$ cat src/rtl/counter_4b.sv
// counter_4b: free-running modulo-MOD up-counter with a registered wrap pulse.
// The counter advances by STEP on every rising clk edge that is not in reset.
// When the advance crosses MOD, wrap is high for the one cycle that follows
// the rollover.
module counter_4b #(
  parameter int WIDTH     = 4,
  parameter int MOD       = 2**WIDTH,
  parameter int STEP      = 1,
  parameter int RESET_VAL = 0
) (
  input  logic             clk,
  input  logic             reset,
  output logic [WIDTH-1:0] count,
  output logic             wrap
);

  // Reject illegal parameter sets while the design is being elaborated.
  if ((WIDTH < 1) || (MOD < 2) || (MOD > (2**WIDTH)) ||
      (STEP < 1) || (STEP >= MOD) ||
      (RESET_VAL < 0) || (RESET_VAL >= MOD)) begin : g_param_check
    $error("counter_4b: illegal parameters WIDTH=%0d MOD=%0d STEP=%0d RESET_VAL=%0d",
           WIDTH, MOD, STEP, RESET_VAL);
  end

  // The arithmetic uses WIDTH+1 bits. This keeps the carry of count+STEP,
  // and it also lets MOD == 2**WIDTH be represented.
  localparam logic [WIDTH:0]   MOD_W  = (WIDTH+1)'(MOD);
  localparam logic [WIDTH:0]   STEP_W = (WIDTH+1)'(STEP);
  localparam logic [WIDTH-1:0] RST_W  = WIDTH'(RESET_VAL);

  logic [WIDTH-1:0] count_r;
  logic             wrap_r;
  logic [WIDTH:0]   sum_s;
  logic [WIDTH:0]   diff_s;
  logic [WIDTH-1:0] count_next_s;
  logic             wrap_next_s;

  // Next count and wrap flag: add STEP, then fold back by MOD on overflow.
  always_comb begin
    sum_s        = {1'b0, count_r} + STEP_W;
    diff_s       = sum_s - MOD_W;
    count_next_s = sum_s[WIDTH-1:0];
    wrap_next_s  = 1'b0;
    if (sum_s >= MOD_W) begin
      count_next_s = diff_s[WIDTH-1:0];
      wrap_next_s  = 1'b1;
    end else begin
      count_next_s = sum_s[WIDTH-1:0];
      wrap_next_s  = 1'b0;
    end
  end

  // State register. The synchronous active-low reset takes priority over counting.
  always_ff @(posedge clk) begin
    if (!reset) begin
      count_r <= RST_W;
      wrap_r  <= 1'b0;
    end else begin
      count_r <= count_next_s;
      wrap_r  <= wrap_next_s;
    end
  end

  assign count = count_r;
  assign wrap  = wrap_r;

endmodule

$ cat config.mk
export PLATFORM = sky130hd
export DESIGN_NAME = counter_4b
export DESIGN_NICKNAME = d
export VERILOG_FILES = /design/src/rtl/counter_4b.sv
export SDC_FILE = /design/constraint.sdc
export NUM_CORES = 1
export LEC_CHECK = 0
export BUFFER_PORTS_ARGS = -buffer_cell sky130_fd_sc_hd__buf_4
export CAP_MARGIN = 0
export CORE_AREA = 2 2 39 41
export CTS_CLUSTER_SIZE = 25
export DETAILED_ROUTE_END_ITERATION = 12
export DIE_AREA = 0 0 41 43
export GPL_TIMING_DRIVEN = 0
export SLEW_MARGIN = 0
export SYNTH_ARGS = -nofsm -noshare
export SYNTH_HDL_FRONTEND = slang
export SYNTH_SLANG_ARGS = --single-unit
$ cat constraint.sdc
create_clock -name clk -period 1 [get_ports clk]
set_input_delay 0.15 -clock clk [delete_from_list [all_inputs] [get_ports clk]]
set_output_delay 0.15 -clock clk [all_outputs]
set_load 0.1 [all_outputs]
=== Word level (Yosys, flattened, before mapping) ===
Cells that the tools add are included.

* Output and inout port bits: 5
* Register bits: 5
* Word-level logic and storage cells: 7

* $lt $le $gt $ge: 1
* Multiplexer cells: 2
* Add/sub/neg operators: 2

{| class="wikitable"
|+ Operators by type and width
! operator !! number
|-
| $add A4 B1 Y5 const B || 1
|-
| $ge A5 B5 Y1 const B || 1
|-
| $mux W4 || 1
|-
| $sub A4 B1 Y4 const B || 1
|-
| $mux W1 || 1
|}

=== Longest topological paths before layout ===
Gate-level depths: netlist (run 1).

* Depth after elaboration: 3
* Mapped depth: 3

=== Worst setup path after synthesis (run 1) ===
Ideal clock, no wire load.

* Path kind: register to register
* From: reg count_r[0] (netlist: count[0])
* To: reg count_r[2] (netlist: count[2])
* Clock period less this slack: 1.651 ns
* Arrival time: 1.536 ns
* Path buffers: 0
* Slack: -0.651 ns
* Cell stages (with the launch flop): 4
* Setup time: 0.115 ns
* Data required time: 0.885 ns
* Path through: dfxtp_1 ha_1 xor2_1 and2_1

* Word-level cells in the longest chain between the ends: 3
* Elaborated cells between the ends (all ways): 4
* Those cells by class: add/sub (2); order compare (1); mux (1)

{| class="wikitable"
|+ RTL lines
! item !! RTL line !! text
|-
| start, declared || 31 || <nowiki>logic [WIDTH-1:0] count_r;</nowiki>
|-
| start signal, assigned || 59 || <nowiki>count_r <= count_next_s;</nowiki>
|-
| $add A4 B1 Y5 * || 40 || <nowiki>sum_s = {1'b0, count_r} + STEP_W;</nowiki>
|-
| $sub A4 B1 Y4 / $ge A5 B5 Y1 (equally long branches) || 41, 44 ||
|-
| $mux W4 * || 44 || <nowiki>if (sum_s >= MOD_W) begin</nowiki>
|}

Mark *: on every way between the ends. The rest lies on a longest branch, timed or not.
A chain may end at the register's enable or synchronous reset.

=== Worst setup path in the final report (run 1) ===
* From: reg count_r[3] (netlist: count[3])
* To: out count[3]

{| class="wikitable"
|+ RTL lines
! item !! RTL line !! text
|-
| end, declared || 13 || <nowiki>output logic [WIDTH-1:0] count,</nowiki>
|}

No word-level cell between the ends.

==> flow_summary_export.csv, run 1 <==
group,metric,value,unit
setup_path,crit_path_top_delay_cell,"dfxtp_4",
finish,fin_nets,29,
routing,routed_wl,314,um
setup_path,cp_top_family,"flip-flops",
sta,drv_slew,0,
synth,synth.largest_area_cell,"dfxtp_1",
outcome,status,"complete, no violations",
finish,insertedDiodeCount,0,
power_and_ir_drop,switchingPower,0.186,mW
finish,synthToLayoutAreaGrowth,88.9,%
power_and_ir_drop,seqPwrFrac,0.384,
die,fp.coreArea,1380,um^2
routing,wire_per_inst,7.66,um
routing,drtPass1Iterations,1,
power_and_ir_drop,power.internal,0.407,mW
sta,hold_ws,156,ps
clock_tree,insertion_delay,240,ps
setup_path,cp_data_arrival_time,810,ps
sta,rsz0062_at_grt,"no",
clock_tree,cts_hold_buf,0,
sta,hold_violations,0,
global_routing,grt_pass1_wl,476,um
clock_tree,cts_tree,"yes",
synth,avgSynthCellArea,12.0,um^2
setup_path,crit_chain,"buf_6",
setup_path,critPathBufInv,1,
finish,multiInputGateArea,92.6,um^2
finish,final_core_util,0.246,
clock_tree,cts_buffers,3,
placement,pre_cts_ws,118,ps
die,pin_count,7,
setup_path,crit_type,"reg2out",
synth,netlist-cell-type-count,10,
die,dieArea,1760,um^2
power_and_ir_drop,clkPwrFrac,0.391,
routing,via_count,144,
finish,fillers,151,
finish,final_cell_mix,"4 x dfxtp_4, 3 x clkbuf_4, 2 x and2_1, 2 x buf_12, 2 x buf_6",
sta,worst_pin_slew,201,ps
placement,portBuffers,6,
sta,setup_slack,37.3,ps
setup_path,critPathLaunchType,"flop",
synth,yosysSeqAreaShare,0.556,
routing,viasPerCell,3.51,
flow_run,cap_violations,0,
power_and_ir_drop,ir_drop,0.000581,V
power_and_ir_drop,netSwitchingFraction,0.314,
power_and_ir_drop,leakagePower,0.144,nW
routing,ant_nets,0,
synth,synth_top_area_share,0.556,
setup_path,cp-end-kind,"primary output",
power_and_ir_drop,total_power,0.592,mW
sta,fin_crit_sh,0.963,
setup_path,required,850,ps
sta,slew_headroom,0.866,
routing,drc,0,
global_routing,grt_pass1_vias,122,
finish,final_common_cell,"dfxtp_4",
clock_tree,postCtsSetupBuffers,0,
finish,ff_latch_area,116,um^2
sta,finClkSkew,3.01,ps
die,start_util,0.130,
global_routing,antenna_found_initial,0,
routing,drt_iter0_markers,0,
power_and_ir_drop,power_frac_comb,0.225,
sta,setup_viol,0,
global_routing,grt_max_degree,7,
setup_path,cp_slowest_stage_delay,350,ps
synth,yosys_warnings,0,
global_routing,gr-total-overflow,0,
worst_hold_path,hold_class,"in2reg",
sta,setup_tns,0,ps
power_and_ir_drop,power_density,1740,nW/um^2
clock_tree,clk_pin_slew,40,ps
synth,netlist_top_cells_area,"dfxtp_1 56%, and2_1 6.9%, ha_1 6.9%",
placement,gpl.final_weighted_congestion,0.585,
clock_tree,cts-root-buf,"clkbuf_4",
die,die_w,41,um
sta,max_freq,1.04,GHz
synth,syn_area,180,um^2
clock_tree,htreeDepth,1,
synth,syn-num-nets,18,
clock_tree,cts_sinks,5,
die,num_rows,14,
die,die_y,43,um
clock_tree,clock_path_buffers,2,
synth,synth_cells,15,
global_routing,track_usage,0.0481,
synth,ys_ff_latch,5,
setup_path,cp_max_fo,4,
sta,finalCriticalPeriod,963,ps
finish,drive_above_1_share,0.680,
==> flip-flops by register name, indices dropped and copies added, names as in the netlist <==
| register | cells |
|---|---|
| count | 4 |
| wrap | 1 |
==> synth_stat cells <==
master and n:
mux2i_1 1, nor2b_1 1, nand2_1 1, and2_1 2, nand3_2 1, nand2b_1 1
ha_1 1, and4_2 1, xor2_1 1, dfxtp_1 5
==> per-layer routing <==
layer,vias up,track usage,part of all wire
met2,10,0.0563,0.39
met3,0,0.0995,0.19
met4,0,0,0
met5,-,0,0
met1,64,0.0351,0.42
li1,70,-,-
==> cell families (layout without fill, tap and decap cells) <==
family / after synthesis / count (layout) / synth area share
XOR/XNOR: 1 / 1 / 0.0486
flip-flops: 5 / 5 / 0.556
adder cells (fa/ha/maj): 1 / 1 / 0.0694
multiplexers: 1 / 1 / 0.0556
buffers and inverters: 0 / 10 / 0
AND/OR/NAND/NOR: 7 / 7 / 0.271
==> stage by stage <==
step                instance area (um^2)  instances
finish                               340         41
global route                         340         41
CTS                                  319         41
detailed placement                   274         37
global placement                     274         37
floorplan                            209         15
==> power groups by stage <==
stage	clock, mW	sequential [mW]	combinational [mW]
after floorplan	0	0.299	0.0150
after global placement	0	0.227	0.112
after detailed placement	0	0.227	0.112
after CTS	0.246	0.225	0.121
after global routing	0.271	0.228	0.140
final	0.232	0.227	0.133
==> worst paths after layout <==
kind,cells past startpoint,to,slack [ps],start
setup / recovery,1,count[3],40,count[3]
hold / removal,2,count[2],160,reset
setup reg to reg,3,count[2],110,count[0]
hold reg to reg,1,count[0],470,count[0]
==> cell type report <==
class,instances,share of cell area
Clock buffer,4,0.0772
Tap cell,16,0.0588
Multi-Input combinational cell,10,0.272
Timing Repair Buffer,6,0.250
Sequential cell,5,0.342
==> what timing repair did <==
item | CTS | global route
setup endpoints to repair | 4 | 4
resized for setup | 5 | 5
pin swaps | 0 | 0
Power figures use the tool's default switching activity.
==> run 2: changes to the inputs <==
--- a/config.mk
+++ b/config.mk
@@ -5,12 +5,12 @@
 export SDC_FILE = /design/constraint.sdc
 export NUM_CORES = 1
 export LEC_CHECK = 0
-export BUFFER_PORTS_ARGS = -buffer_cell sky130_fd_sc_hd__buf_4
 export CAP_MARGIN = 0
 export CORE_AREA = 2 2 39 41
 export CTS_CLUSTER_SIZE = 25
 export DETAILED_ROUTE_END_ITERATION = 12
 export DIE_AREA = 0 0 41 43
+export DONT_BUFFER_PORTS = 1
 export GPL_TIMING_DRIVEN = 0
 export SLEW_MARGIN = 0
 export SYNTH_ARGS = -nofsm -noshare
==> flow_summary_export.csv, run 2 (synthesis gave the netlist of run 1 again) <==
group,metric,value,unit
die,fp.coreArea,1380,um^2
sta,worst_pin_slew,337,ps
placement,placed_cell_area,229,um^2
routing,viasPerCell,3.51,
setup_path,cp_top_family,"flip-flops",
setup_path,cp_data_arrival_time,1260,ps
clock_tree,cts_tree,"yes",
setup_path,critPathBufInv,0,
placement,placedCellCount,31,
setup_path,cp_slowest_stage_delay,550,ps
placement,portBuffers,0,
die,dieArea,1760,um^2
finish,design_area,260,um^2
routing,via_count,123,
routing,wire_per_inst,10.2,um
sta,finalCriticalPeriod,1080,ps
clock_tree,cts_sinks,5,
global_routing,gr-total-overflow,0,
power_and_ir_drop,total_power,0.545,mW
finish,drive_above_1_share,0.632,
sta,slew_headroom,0.775,
finish,final_core_util,0.188,
clock_tree,cts_hold_buf,0,
power_and_ir_drop,leakagePower,0.104,nW
sta,setup_slack,-84.1,ps
setup_path,crit_chain,"ha_4 -> xor2_1 -> and2_1",
die,num_rows,14,
sta,rsz0062_at_grt,"yes",
routing,drt_iter0_markers,1,
sta,setup_viol,3,
finish,layoutNonFillerInstCount,35,
finish,insertedDiodeCount,0,
die,die_y,43,um
die,pin_count,7,
outcome,violations,"setup timing",
finish,largest_reg_flops,4,
finish,final_common_cell,"dfxtp_4",
clock_tree,cts_buffers,3,
power_and_ir_drop,power_density,2090,nW/um^2
outcome,status,"complete, but fails checks",
sta,drv_slew,0,
power_and_ir_drop,ir_drop,0.000310,V
die,start_util,0.130,
clock_tree,clk_pin_slew,40,ps
finish,fin_nets,23,
global_routing,grt_pass1_wl,496,um
sta,fin_crit_sh,1.08,
setup_path,cp-end-kind,"flop",
clock_tree,insertion_delay,240,ps
setup_path,critPathLaunchType,"flop",
setup_path,required,1180,ps
flow_run,cap_violations,0,
finish,synthToLayoutAreaGrowth,44.4,%
routing,drc,0,
die,die_w,41,um
worst_hold_path,hold_class,"in2reg",
global_routing,track_usage,0.0571,
setup_path,cp_max_fo,4,
placement,pre_cts_ws,-80.2,ps
finish,final_cell_mix,"5 x dfxtp_4, 3 x clkbuf_4",
routing,drtPass1Iterations,3,
placement,gpl.final_weighted_congestion,0.447,
setup_path,crit_path_top_delay_cell,"dfxtp_4",
sta,finClkSkew,0.735,ps
clock_tree,cts-root-buf,"clkbuf_4",
global_routing,antenna_found_initial,0,
clock_tree,htreeDepth,1,
global_routing,grt_max_degree,7,
routing,routed_wl,357,um
clock_tree,clock_path_buffers,2,
finish,fillers,148,
sta,max_freq,0.922,GHz
routing,ant_nets,0,
setup_path,crit_type,"reg2reg",
sta,hold_violations,0,
global_routing,grt_pass1_vias,148,
==> run 2: cell types whose count changed in the layout (fill, tap and decap cells not counted), sizes merged <==
cell / change
buf: -6
==> run 2: path summary, 6_finish.rpt <==
check        depth (start not counted)  startpoint       end  slack, ps
max reg2reg                          3    count[0]  count[2]        -80
max                                  3    count[0]  count[2]        -80
min                                  1       reset  count[0]         50
min reg2reg                          1    count[0]  count[0]        630
==> run 2: where the power goes <==
part	total, mW	internal (mW)	switching, mW	leakage [nW]
Sequential	0.296	0.206	0.0900	0.0444
Combinational	0.0227	0.0159	0.00683	0.0445
Clock	0.226	0.150	0.0759	0.0150
Total	0.545	0.372	0.173	0.104
==> run 2: what timing repair did <==
item	CTS	global route
gates resized for setup	2	0
setup endpoints to repair	4	3
setup buffers	0	0
==> run 2: per-layer routing <==
layer	vias up	global-route usage	wire length, um
li1	58	-	-
met1	51	0.0160	78
met2	10	0.0781	161
met3	4	0.0628	89
met4	0	0.100	27
met5	-	0	0
==> run 2: layout make-up <==
type                    count  area [um^2]  share of cell area
flip-flops and latches      5          119               0.457
multi-input cells          10         95.1               0.365
clock buffers               4         26.3               0.101
well taps                  16         20.0              0.0769
==> run 2: metrics by stage <==
stage                     hold slack (ps)  TNS [ps]
after CTS                            42.3      -163
after detailed placement              290      -124
after global routing                 41.1      -216
after floorplan                       277     -45.7
final                                48.5      -128
after global placement                278     -63.5
==> run 2: worst register-to-register path: cells and delay by family, from the launching register on <==
family / cells / cell delay [ps]
and+or+nand+nor: 1 / 140
adders and majority gates: 1 / 190
DFF: 1 / 550
xor gates and xnor gates: 1 / 140
